### config.mk
export PLATFORM = sky130hd
export DESIGN_NAME = time_display_driver
export DESIGN_NICKNAME = d
export VERILOG_FILES = /design/src/rtl/time_display_driver_pkg.sv /design/src/rtl/time_display_driver_bin2bcd_seq.sv /design/src/rtl/time_display_driver.sv
export SDC_FILE = /design/constraint.sdc
export NUM_CORES = 1
export LEC_CHECK = 0
export BUFFER_PORTS_ARGS = -buffer_cell sky130_fd_sc_hd__buf_2
export CORE_AREA = 2 2 107 109
export CTS_CLUSTER_DIAMETER = 40
export DETAILED_ROUTE_END_ITERATION = 12
export DIE_AREA = 0 0 109 111
export GPL_TIMING_DRIVEN = 0
export PLACE_DENSITY = 0.86
export SYNTH_ARGS = -nofsm -noshare
export SYNTH_HDL_FRONTEND = slang
export SYNTH_SLANG_ARGS = --single-unit
### constraint.sdc
create_clock -name clock -period 3.7 [get_ports clock]
set_input_delay 0.37 -clock clock [delete_from_list [all_inputs] [get_ports clock]]
set_output_delay 0.37 -clock clock [all_outputs]
set_load 0.005 [all_outputs]
### src/rtl/time_display_driver_pkg.sv
// Shared constants for the time display driver: FSM encodings, glyphs, digit count.
// Ports: none (package); also holds the double-dabble nibble adjust and glyph lookup helpers.
// Glyphs are active-high {g,f,e,d,c,b,a}; polarity is applied at the output registers.
package time_display_driver_pkg;

  localparam int DIGITS = 6;

  localparam logic [2:0] ST_IDLE   = 3'd0;
  localparam logic [2:0] ST_LOAD   = 3'd1;
  localparam logic [2:0] ST_CONV_S = 3'd2;
  localparam logic [2:0] ST_CONV_M = 3'd3;
  localparam logic [2:0] ST_CONV_H = 3'd4;
  localparam logic [2:0] ST_COMMIT = 3'd5;

  localparam logic [6:0] GLYPH_0    = 7'b0111111;
  localparam logic [6:0] GLYPH_1    = 7'b0000110;
  localparam logic [6:0] GLYPH_2    = 7'b1011011;
  localparam logic [6:0] GLYPH_3    = 7'b1001111;
  localparam logic [6:0] GLYPH_4    = 7'b1100110;
  localparam logic [6:0] GLYPH_5    = 7'b1101101;
  localparam logic [6:0] GLYPH_6    = 7'b1111101;
  localparam logic [6:0] GLYPH_7    = 7'b0000111;
  localparam logic [6:0] GLYPH_8    = 7'b1111111;
  localparam logic [6:0] GLYPH_9    = 7'b1101111;
  localparam logic [6:0] GLYPH_DASH = 7'b1000000;

  // Stored digit code for a dashed position (any code above 9 renders as a dash).
  localparam logic [3:0] DASH_CODE = 4'hF;

  function automatic logic [3:0] dd_adjust(input logic [3:0] n);
    return (n >= 4'd5) ? n + 4'd3 : n;
  endfunction

  function automatic logic [6:0] glyph(input logic [3:0] code);
    case (code)
      4'd0:    return GLYPH_0;
      4'd1:    return GLYPH_1;
      4'd2:    return GLYPH_2;
      4'd3:    return GLYPH_3;
      4'd4:    return GLYPH_4;
      4'd5:    return GLYPH_5;
      4'd6:    return GLYPH_6;
      4'd7:    return GLYPH_7;
      4'd8:    return GLYPH_8;
      4'd9:    return GLYPH_9;
      default: return GLYPH_DASH;
    endcase
  endfunction

endpackage

### src/rtl/time_display_driver_bin2bcd_seq.sv
// 8-bit sequential double-dabble: start loads value, 8 steps follow, done marks the last step.
// Ports: clock/reset, start + value in; done + bcd out (bcd is the result of the current step,
// valid as the final {hundreds,tens,units} while done=1). A start always wins over a running step.
module bin2bcd_seq
  import time_display_driver_pkg::*;
(
  input  logic        clock,
  input  logic        reset,
  input  logic        start,
  input  logic [7:0]  value,
  output logic        done,
  output logic [11:0] bcd
);

  // work = {scratch[11:0], shift[7:0]}
  logic [19:0] work;
  logic [19:0] step;
  logic [11:0] adj;
  logic [2:0]  cnt;
  logic        running;

  assign adj  = {dd_adjust(work[19:16]), dd_adjust(work[15:12]), dd_adjust(work[11:8])};
  assign step = {adj, work[7:0]} << 1;
  assign bcd  = step[19:8];
  assign done = running && (cnt == 3'd7);

  always_ff @(posedge clock) begin
    if (reset) begin
      work    <= '0;
      cnt     <= '0;
      running <= 1'b0;
    end else if (start) begin
      work    <= {12'd0, value};
      cnt     <= '0;
      running <= 1'b1;
    end else if (running) begin
      work <= step;
      cnt  <= cnt + 3'd1;
      if (cnt == 3'd7) running <= 1'b0;
    end
  end

endmodule

### src/rtl/time_display_driver.sv
// Snapshots h/m/s on update, converts to BCD with one shared sequential unit, scans HH.MM.SS.
// Ports: clock/reset; seconds/minutes/hours/update in; seg/dp/digit_en (scan), busy, range_err out.
// Commit lands 26 cycles after the sampled update; updates while busy are held as one pending set.
module time_display_driver
  import time_display_driver_pkg::*;
#(
  parameter int SCAN_DIV       = 250,
  parameter bit SEG_ACTIVE_LOW = 1'b1
) (
  input  logic        clock,
  input  logic        reset,
  input  logic [7:0]  seconds,
  input  logic [7:0]  minutes,
  input  logic [7:0]  hours,
  input  logic        update,
  output logic [6:0]  seg,
  output logic        dp,
  output logic [5:0]  digit_en,
  output logic        busy,
  output logic        range_err
);

  localparam int PRESC_W = $clog2(SCAN_DIV);
  localparam logic [6:0] SEG_INV = SEG_ACTIVE_LOW ? 7'h7F : 7'h00;
  localparam logic [5:0] EN_INV  = SEG_ACTIVE_LOW ? 6'h3F : 6'h00;
  localparam logic       DP_INV  = SEG_ACTIVE_LOW;

  logic [2:0]  state;
  logic [7:0]  sh_s, sh_m, sh_h;
  logic [7:0]  pd_s, pd_m, pd_h;
  logic        pending;
  logic [11:0] bcd_s, bcd_m, bcd_h;
  logic [DIGITS*4-1:0] digits;
  logic        err_q;

  logic        conv_start;
  logic [7:0]  conv_value;
  logic        conv_done;
  logic [11:0] conv_bcd;

  logic [PRESC_W-1:0] presc;
  logic [2:0]  idx;
  logic [3:0]  cur_digit;
  logic [6:0]  seg_q;
  logic        dp_q;
  logic [5:0]  en_q;

  assign busy      = (state != ST_IDLE);
  assign range_err = err_q;
  assign seg       = seg_q;
  assign dp        = dp_q;
  assign digit_en  = en_q;

  // Two display digits {tens,units}; a nonzero hundreds digit dashes the pair.
  function automatic logic [7:0] pair(input logic [11:0] b);
    return (b[11:8] != 4'd0) ? {DASH_CODE, DASH_CODE} : b[7:0];
  endfunction

  // Next value is launched in the same cycle the previous one finishes.
  always_comb begin
    conv_start = 1'b0;
    conv_value = sh_s;
    case (state)
      ST_LOAD:   conv_start = 1'b1;
      ST_CONV_S: begin conv_start = conv_done; conv_value = sh_m; end
      ST_CONV_M: begin conv_start = conv_done; conv_value = sh_h; end
      default:   conv_start = 1'b0;
    endcase
  end

  bin2bcd_seq u_bcd (
    .clock (clock),
    .reset (reset),
    .start (conv_start),
    .value (conv_value),
    .done  (conv_done),
    .bcd   (conv_bcd)
  );

  always_ff @(posedge clock) begin
    if (reset) begin
      state   <= ST_IDLE;
      sh_s    <= '0; sh_m <= '0; sh_h <= '0;
      pd_s    <= '0; pd_m <= '0; pd_h <= '0;
      pending <= 1'b0;
      bcd_s   <= '0; bcd_m <= '0; bcd_h <= '0;
      digits  <= '0;
      err_q   <= 1'b0;
    end else begin
      // Updates arriving mid-conversion park here; COMMIT takes its own update directly.
      if (update && state != ST_IDLE && state != ST_COMMIT) begin
        pd_s    <= seconds;
        pd_m    <= minutes;
        pd_h    <= hours;
        pending <= 1'b1;
      end
      case (state)
        ST_IDLE: if (update) begin
          sh_s  <= seconds; sh_m <= minutes; sh_h <= hours;
          state <= ST_LOAD;
        end
        ST_LOAD: state <= ST_CONV_S;
        ST_CONV_S: if (conv_done) begin bcd_s <= conv_bcd; state <= ST_CONV_M; end
        ST_CONV_M: if (conv_done) begin bcd_m <= conv_bcd; state <= ST_CONV_H; end
        ST_CONV_H: if (conv_done) begin bcd_h <= conv_bcd; state <= ST_COMMIT; end
        ST_COMMIT: begin
          digits  <= {pair(bcd_h), pair(bcd_m), pair(bcd_s)};
          err_q   <= (bcd_h[11:8] != 4'd0) || (bcd_m[11:8] != 4'd0) || (bcd_s[11:8] != 4'd0);
          pending <= 1'b0;
          if (update) begin
            // Newer than anything pending, so it wins outright.
            sh_s  <= seconds; sh_m <= minutes; sh_h <= hours;
            state <= ST_LOAD;
          end else if (pending) begin
            sh_s  <= pd_s; sh_m <= pd_m; sh_h <= pd_h;
            state <= ST_LOAD;
          end else begin
            state <= ST_IDLE;
          end
        end
        default: state <= ST_IDLE;
      endcase
    end
  end

  // Free-running scan, independent of the conversion FSM.
  always_ff @(posedge clock) begin
    if (reset) begin
      presc <= '0;
      idx   <= '0;
    end else if (presc == PRESC_W'(SCAN_DIV - 1)) begin
      presc <= '0;
      idx   <= (idx == 3'd5) ? 3'd0 : idx + 3'd1;
    end else begin
      presc <= presc + 1'b1;
    end
  end

  assign cur_digit = digits[{idx, 2'b00} +: 4];

  always_ff @(posedge clock) begin
    if (reset) begin
      seg_q <= GLYPH_0 ^ SEG_INV;
      en_q  <= 6'b000001 ^ EN_INV;
      dp_q  <= 1'b0 ^ DP_INV;
    end else begin
      seg_q <= glyph(cur_digit) ^ SEG_INV;
      en_q  <= (6'b000001 << idx) ^ EN_INV;
      // Separator dots sit after the hours and minutes pairs.
      dp_q  <= ((idx == 3'd2) || (idx == 3'd4)) ^ DP_INV;
    end
  end

endmodule

* Word-level counts from Yosys, hierarchy flattened
Memory sizes are Yosys's and may differ from the RTL's.
Cells that the tools add are included.
** Word-level totals
- Flip-flop bits (word level) :: 162
- Memory bits (read-only) :: 112
- Bits of input ports :: 27
- Output and inout port bits :: 16
- Logic and storage cells :: 109
- Memories kept :: 1
** Cells by class
- Add/subtract/negate cells :: 6
- Order comparisons :: 3
- Eq/ne operators :: 16
- Shifts and indexed selects :: 2
- Multiplexer cells :: 34
- Bitwise logic cells :: 3
- Reduce and logical (&&, ||, !) cells :: 22
** Memories
- (name not given) :: depth 16, bits a word 7, rd ports 1, clocked after Yosys merged registers in 0, wr ports 0, line time_display_driver_pkg.sv:35 : case (code)
** Operators with widths (number)
- $mux 8 :: 14
- $pmux 8 s2 :: 4
- $shiftx 24x6->4 :: 1
- $mux 3 :: 6
- $pmux 3 s6 :: 1
- $eq 3x3->1 const B :: 5
- $ge 4x3->1 const B :: 3
- $reduce_bool 4->1 :: 3
- $eq 3x2->1 const B :: 3
- $add 4x2->4 const B :: 2
- $add 8x1->8 const B :: 1
- $eq 8x8->1 const B :: 1
- $mux 4 :: 2
- $ne 2x2->1 const B :: 4
- $reduce_or 2->1 :: 4
- $mux 7 :: 1
- $not 7->7 :: 1
- $add 3x1->3 const B :: 2
- $ne 3x3->1 const B :: 2
- $not 6->6 :: 1
- $reduce_and 2->1 :: 3
- $shl 1x3->6 const A :: 1
- $mux 1 :: 5
- $reduce_and 4->1 :: 1
- other kinds (10) :: 15

* Depth between registers and ports, before layout
- Word-level depth :: 4
- Mapped depth :: 12
- Mapped depth without buffers :: 10

* Hierarchy
Synthesis repeated with hierarchy kept, for this count alone.
** Unflattened totals
- Cell total of the unflattened synthesis :: 825
- Area total of the unflattened synthesis :: 6970.4 µm²
** By module, submodules not included
- time_display_driver :: instances 1, cells each 664, area each 5665.4 µm², seq. area each 2762.6 µm²
- bin2bcd_seq :: instances 1, cells each 161, area each 1305.0 µm², seq. area each 480.5 µm²

* Least setup slack after synthesis
No wires, ideal clock.
- Path kind :: flip-flop to flip-flop
- From :: register idx[1]
- To :: register seg_q[0] (netlist: seg[0])
- Setup time :: 126 ps
- Arrival :: 1868 ps
- Required time :: 3574 ps
- Slack :: 1705 ps
- Stages on the path, launching flop included :: 12
- Path buffers :: 2
- Period minus slack after synthesis :: 1995 ps
- Cell sequence :: dfxtp_1 buf_6 buf_2 mux2_2 a21oi_1 o22a_1 inv_1 ha_1 a21oi_1 o21ai_0 o311ai_2 nand2_1
** On the way
- Longest elaborated chain between the ends :: 4
** RTL lines
- from (decl) :: line time_display_driver.sv:42 : logic [2:0] idx;
- from (signal assigned) :: line time_display_driver.sv:133 : idx <= (idx == 3'd5) ? 3'd0 : idx + 3'd1;
- $shiftx 24x6->4 :: line time_display_driver.sv:139 : assign cur_digit = digits[{idx, 2'b00} +: 4];
- $mem_v2 16x7
- $mux 7 :: line time_display_driver.sv:142 : if (reset) begin
- $not 7->7 (no source line)
- to (signal assigned) :: line time_display_driver.sv:143 : seg_q <= GLYPH_0 ^ SEG_INV;
- to (signal assigned) :: line time_display_driver.sv:147 : seg_q <= glyph(cur_digit) ^ SEG_INV;
- to (decl) :: line time_display_driver.sv:44 : logic [6:0] seg_q;
Every way passes these cells. The select of a mux whose other input is x is not followed.
A chain may end at the register's enable or synchronous reset.

* Worst setup path in the final report
Ends and elaborated chain as after synthesis.

==> results by group <==
Clocking
  – TritonCTS buffer count: 17
  – Post-cts hold buffer count: 0
  – Worst skew pair latency: 0.43 ns
  – Root Buffer: clkbuf_16
  – Clk sink count: 162
  – Reg clk slew, reported paths: 0.06 ns
  – CTS tree: built
  – CTS max path bufs: 2
  – CTS resizes: 0
  – CTS H-tree depth: 4
  – Post-CTS setup buffers: 0

Synth
  – Netlist cell types: 57
  – Yosys warnings: 0
  – Post-synth top flop: dfxtp_1
  – Syn Nets: between 800 and 900
  – Post-synth EDFFs: 0
  – Seq/Total Area, Yosys: 0.466
  – Synth Register Bits: 162
  – Avg Cell Area, Syn: about 9 µm²
  – Ys async rst share: 0
  – Mapped cell area: 0.00696 mm²
  – Mapped Cells: 773

Route
  – Wire per inst: 17.4 µm
  – ANT nets after route: 0
  – Pre-Repair DR Iteration Count: 5
  – Total Routed Length: 17200 µm
  – Initial DRC Count: between 400 and 500
  – Remaining DRCs: 0
  – Drt via density: 5.97
  – Vias: 5908

Critical path
  – Max Fanout on Critical Path: 10
  – Data arrival, critical path: 2.58 ns
  – Critical path endpoint: seg[0]$_SDFF_PP0_
  – Reg-to-Reg Start: idx[1]$_SDFFE_PP0N_
  – Worst Setup SP: idx[1]$_SDFFE_PP0N_
  – Crit-path cells: buf_6, buf_2, mux2_2, a21oi_1, o22a_1, inv_1, ha_1, a21oi_1, o21ai_0, o311ai_2, nand2_1
  – Worst path bufs/invs: 3
  – CP most frequent cell: a21oi_1
  – Worst setup path class: flop to flop
  – Slowest CP cell: mux2_2
  – Worst reg2reg path depth: 11
  – Worst reg2reg setup slack: 1.42 ns
  – Slowest cell delay on critical path: between 0.3 and 0.4 ns
  – Startpoint types: flop
  – Critical Path RT: 4.01 ns
  – Number of cells on the critical path: 11
  – Critical Path End Type: flop
  – Top Family by Delay on Critical Path: compound AO/OA/AOI/OAI gates
  – Reg2reg end: seg[0]$_SDFF_PP0_

Die
  – DIE HEIGHT: ~110 µm
  – Site Rows: 39
  – Count of boundary I/O pins: between 40 and 50
  – Die width: around 110 µm
  – Die area: 0.0121 mm²
  – Initial Util: 0.628
  – CORE AREA: 0.0111 mm²

Place
  – Post-Place Worst Slack: 1.44 ns
  – Placed cell count: 958
  – HPWL after DPL: 11900 µm
  – Port buffer count: 42
  – Final GP Congestion: 0.917

Timing
  – Post-layout min period: approximately 2.3 ns
  – Setup TNS: 0 ns
  – Fin crit share: 0.615
  – Final setup fails: 0
  – Maximum clock frequency: 439 MHz
  – RSZ-0062 raised after global routing: false
  – Worst slew margin: 0.521
  – Layout Skew: ~0.0037 ns
  – Final Max Tran Viols: 0
  – Slew @ Worst Pin: 0.719 ns
  – Fin worst setup slack: 1.42 ns
  – Final hold slack: 0.189 ns
  – Hold Fails Final Rpt: 0

Global route
  – GR Overflow Total: 0
  – Tot GR Track Use: 0.299
  – Largest net degree at the start of global routing: 17
  – Initial antenna violation count: 0
  – First-pass GRT wire length: 28200 µm
  – Vias in the first global route: ~6000

Pwr
  – Leakage: around 0.0029 µW
  – Maximum VDD drop: 0.000344 V
  – PD cells: just over 500 mW/mm²

Run status
  – Status: finished, final reports clean

Cells and area
  – Number of diodes: 0
  – Layout cell share with drive strength beyond 1: 0.179
  – Footprint of the multi-input gates: 0.00337 mm²
  – Most common cell after layout, fill and taps aside: dfxtp_1
  – Register area: about 0.0032 mm²
  – Fillers: a little under 800
  – Post-layout util: 0.724
  – Area growth from synthesis to layout: 15.3%
  – Most frequent cells in the layout: dfxtp_1, nand2_1, nor2_1
  – Post-Layout Cell Count: between 900 and 1000
  – Fin nets: around 900

Min path
  – Worst hold path type: input pin to flop

Flow run
  – Max-cap viol count: 0
-- logic make-up (layout without fill, tap and decap cells) --
group / count (synthesis) / count (layout) / synth area share
buf+inv: 74 / 148 / 0.0500
flops: 162 / 162 / 0.466
mux: 52 / 52 / 0.0786
xor+xnor: 11 / 11 / 0.0138
fa+ha+maj: 17 / 17 / 0.0306
compound gates: 191 / 191 / 0.196
simple gates: 266 / 266 / 0.165
-- tightest hold or removal path, cell delays in order --
cell	delay, ns
buf_2	0.10
nand2_1	0.05
a21oi_1	0.05
-- synth_stat cells (5+ instances only) --
master | n | area, µm²
a211oi_1 | 35 | 263
a211oi_2 | 20 | 250
a21oi_1 | 76 | 380
and2_1 | 5 | 31.3
buf_2 | 23 | 115
clkbuf_1 | 21 | 78.8
dfxtp_1 | 162 | 3240
ha_1 | 17 | 213
inv_1 | 18 | 67.6
mux2i_1 | 49 | 490
nand2_1 | 111 | 417
nand2b_1 | 8 | 50.1
nand3_1 | 11 | 55.1
nor2_1 | 97 | 364
nor2b_1 | 7 | 43.8
nor3b_1 | 5 | 37.5
o21ai_0 | 13 | 65.1
o221a_2 | 12 | 135
o22ai_1 | 12 | 75.1
xnor2_1 | 8 | 70.1
-- sequential cells by signal (all words and copies together), names as in the netlist, 3 cells and up --
name,flops
digits,24
u_bcd.work,20
bcd_h,12
bcd_m,12
bcd_s,12
pd_h,8
pd_m,8
pd_s,8
presc,8
sh_h,8
sh_m,8
sh_s,8
seg,7
digit_en,6
idx,3
state,3
u_bcd.cnt,3
-- area by class of cell --
type | count | share of cell area
Inverter | 20 | 0.00936
Sequential cell | 162 | 0.404
Multi-Input combinational cell | 537 | 0.420
Buffer | 54 | 0.0340
Clock buffer | 18 | 0.0547
Clock inverter | 14 | 0.0293
Timing Repair Buffer | 42 | 0.0262
Tap cell | 143 | 0.0223
-- worst min path at each step --
| stage | from | end | slack (ns) | cells past startpoint |
|---|---|---|---|---|
| floorplan | presc[0]$_SDFF_PP0_ | presc[0]$_SDFF_PP0_ | 0.43 | 1 |
| global placement | pd_h[4]$_SDFFE_PP0P_ | pd_h[4]$_SDFFE_PP0P_ | 0.44 | 2 |
| detailed placement | pd_h[3]$_SDFFE_PP0P_ | pd_h[3]$_SDFFE_PP0P_ | 0.45 | 2 |
| CTS | hours[1] | pd_h[1]$_SDFFE_PP0P_ | 0.17 | 3 |
| global route | seconds[3] | pd_s[3]$_SDFFE_PP0P_ | 0.19 | 3 |
| finish | seconds[3] | pd_s[3]$_SDFFE_PP0P_ | 0.19 | 3 |
-- power by group --
group / internal, µW / switching, µW
logic: 120 / 200
registers: 1800 / 42.0
clock network: 1280 / 707
total: 3200 / 949
-- through the flow --
stage	power (µW)	area (µm²)
3_5_place_dp	2190	7350
3_3_place_gp	2170	7350
2_1_floorplan	2100	6960
6_report	4150	8020
5_1_grt	4280	8020
4_1_cts	4170	8020
-- routing by layer --
metal	vias up	track usage	routed length, µm
met3	58	0.0764	1010
li1	2816	-	-
met1	2805	0.352	6970
met2	229	0.497	8570
met4	0	0.148	633
met5	-	0	0
(Power assumes the default switching activity.)
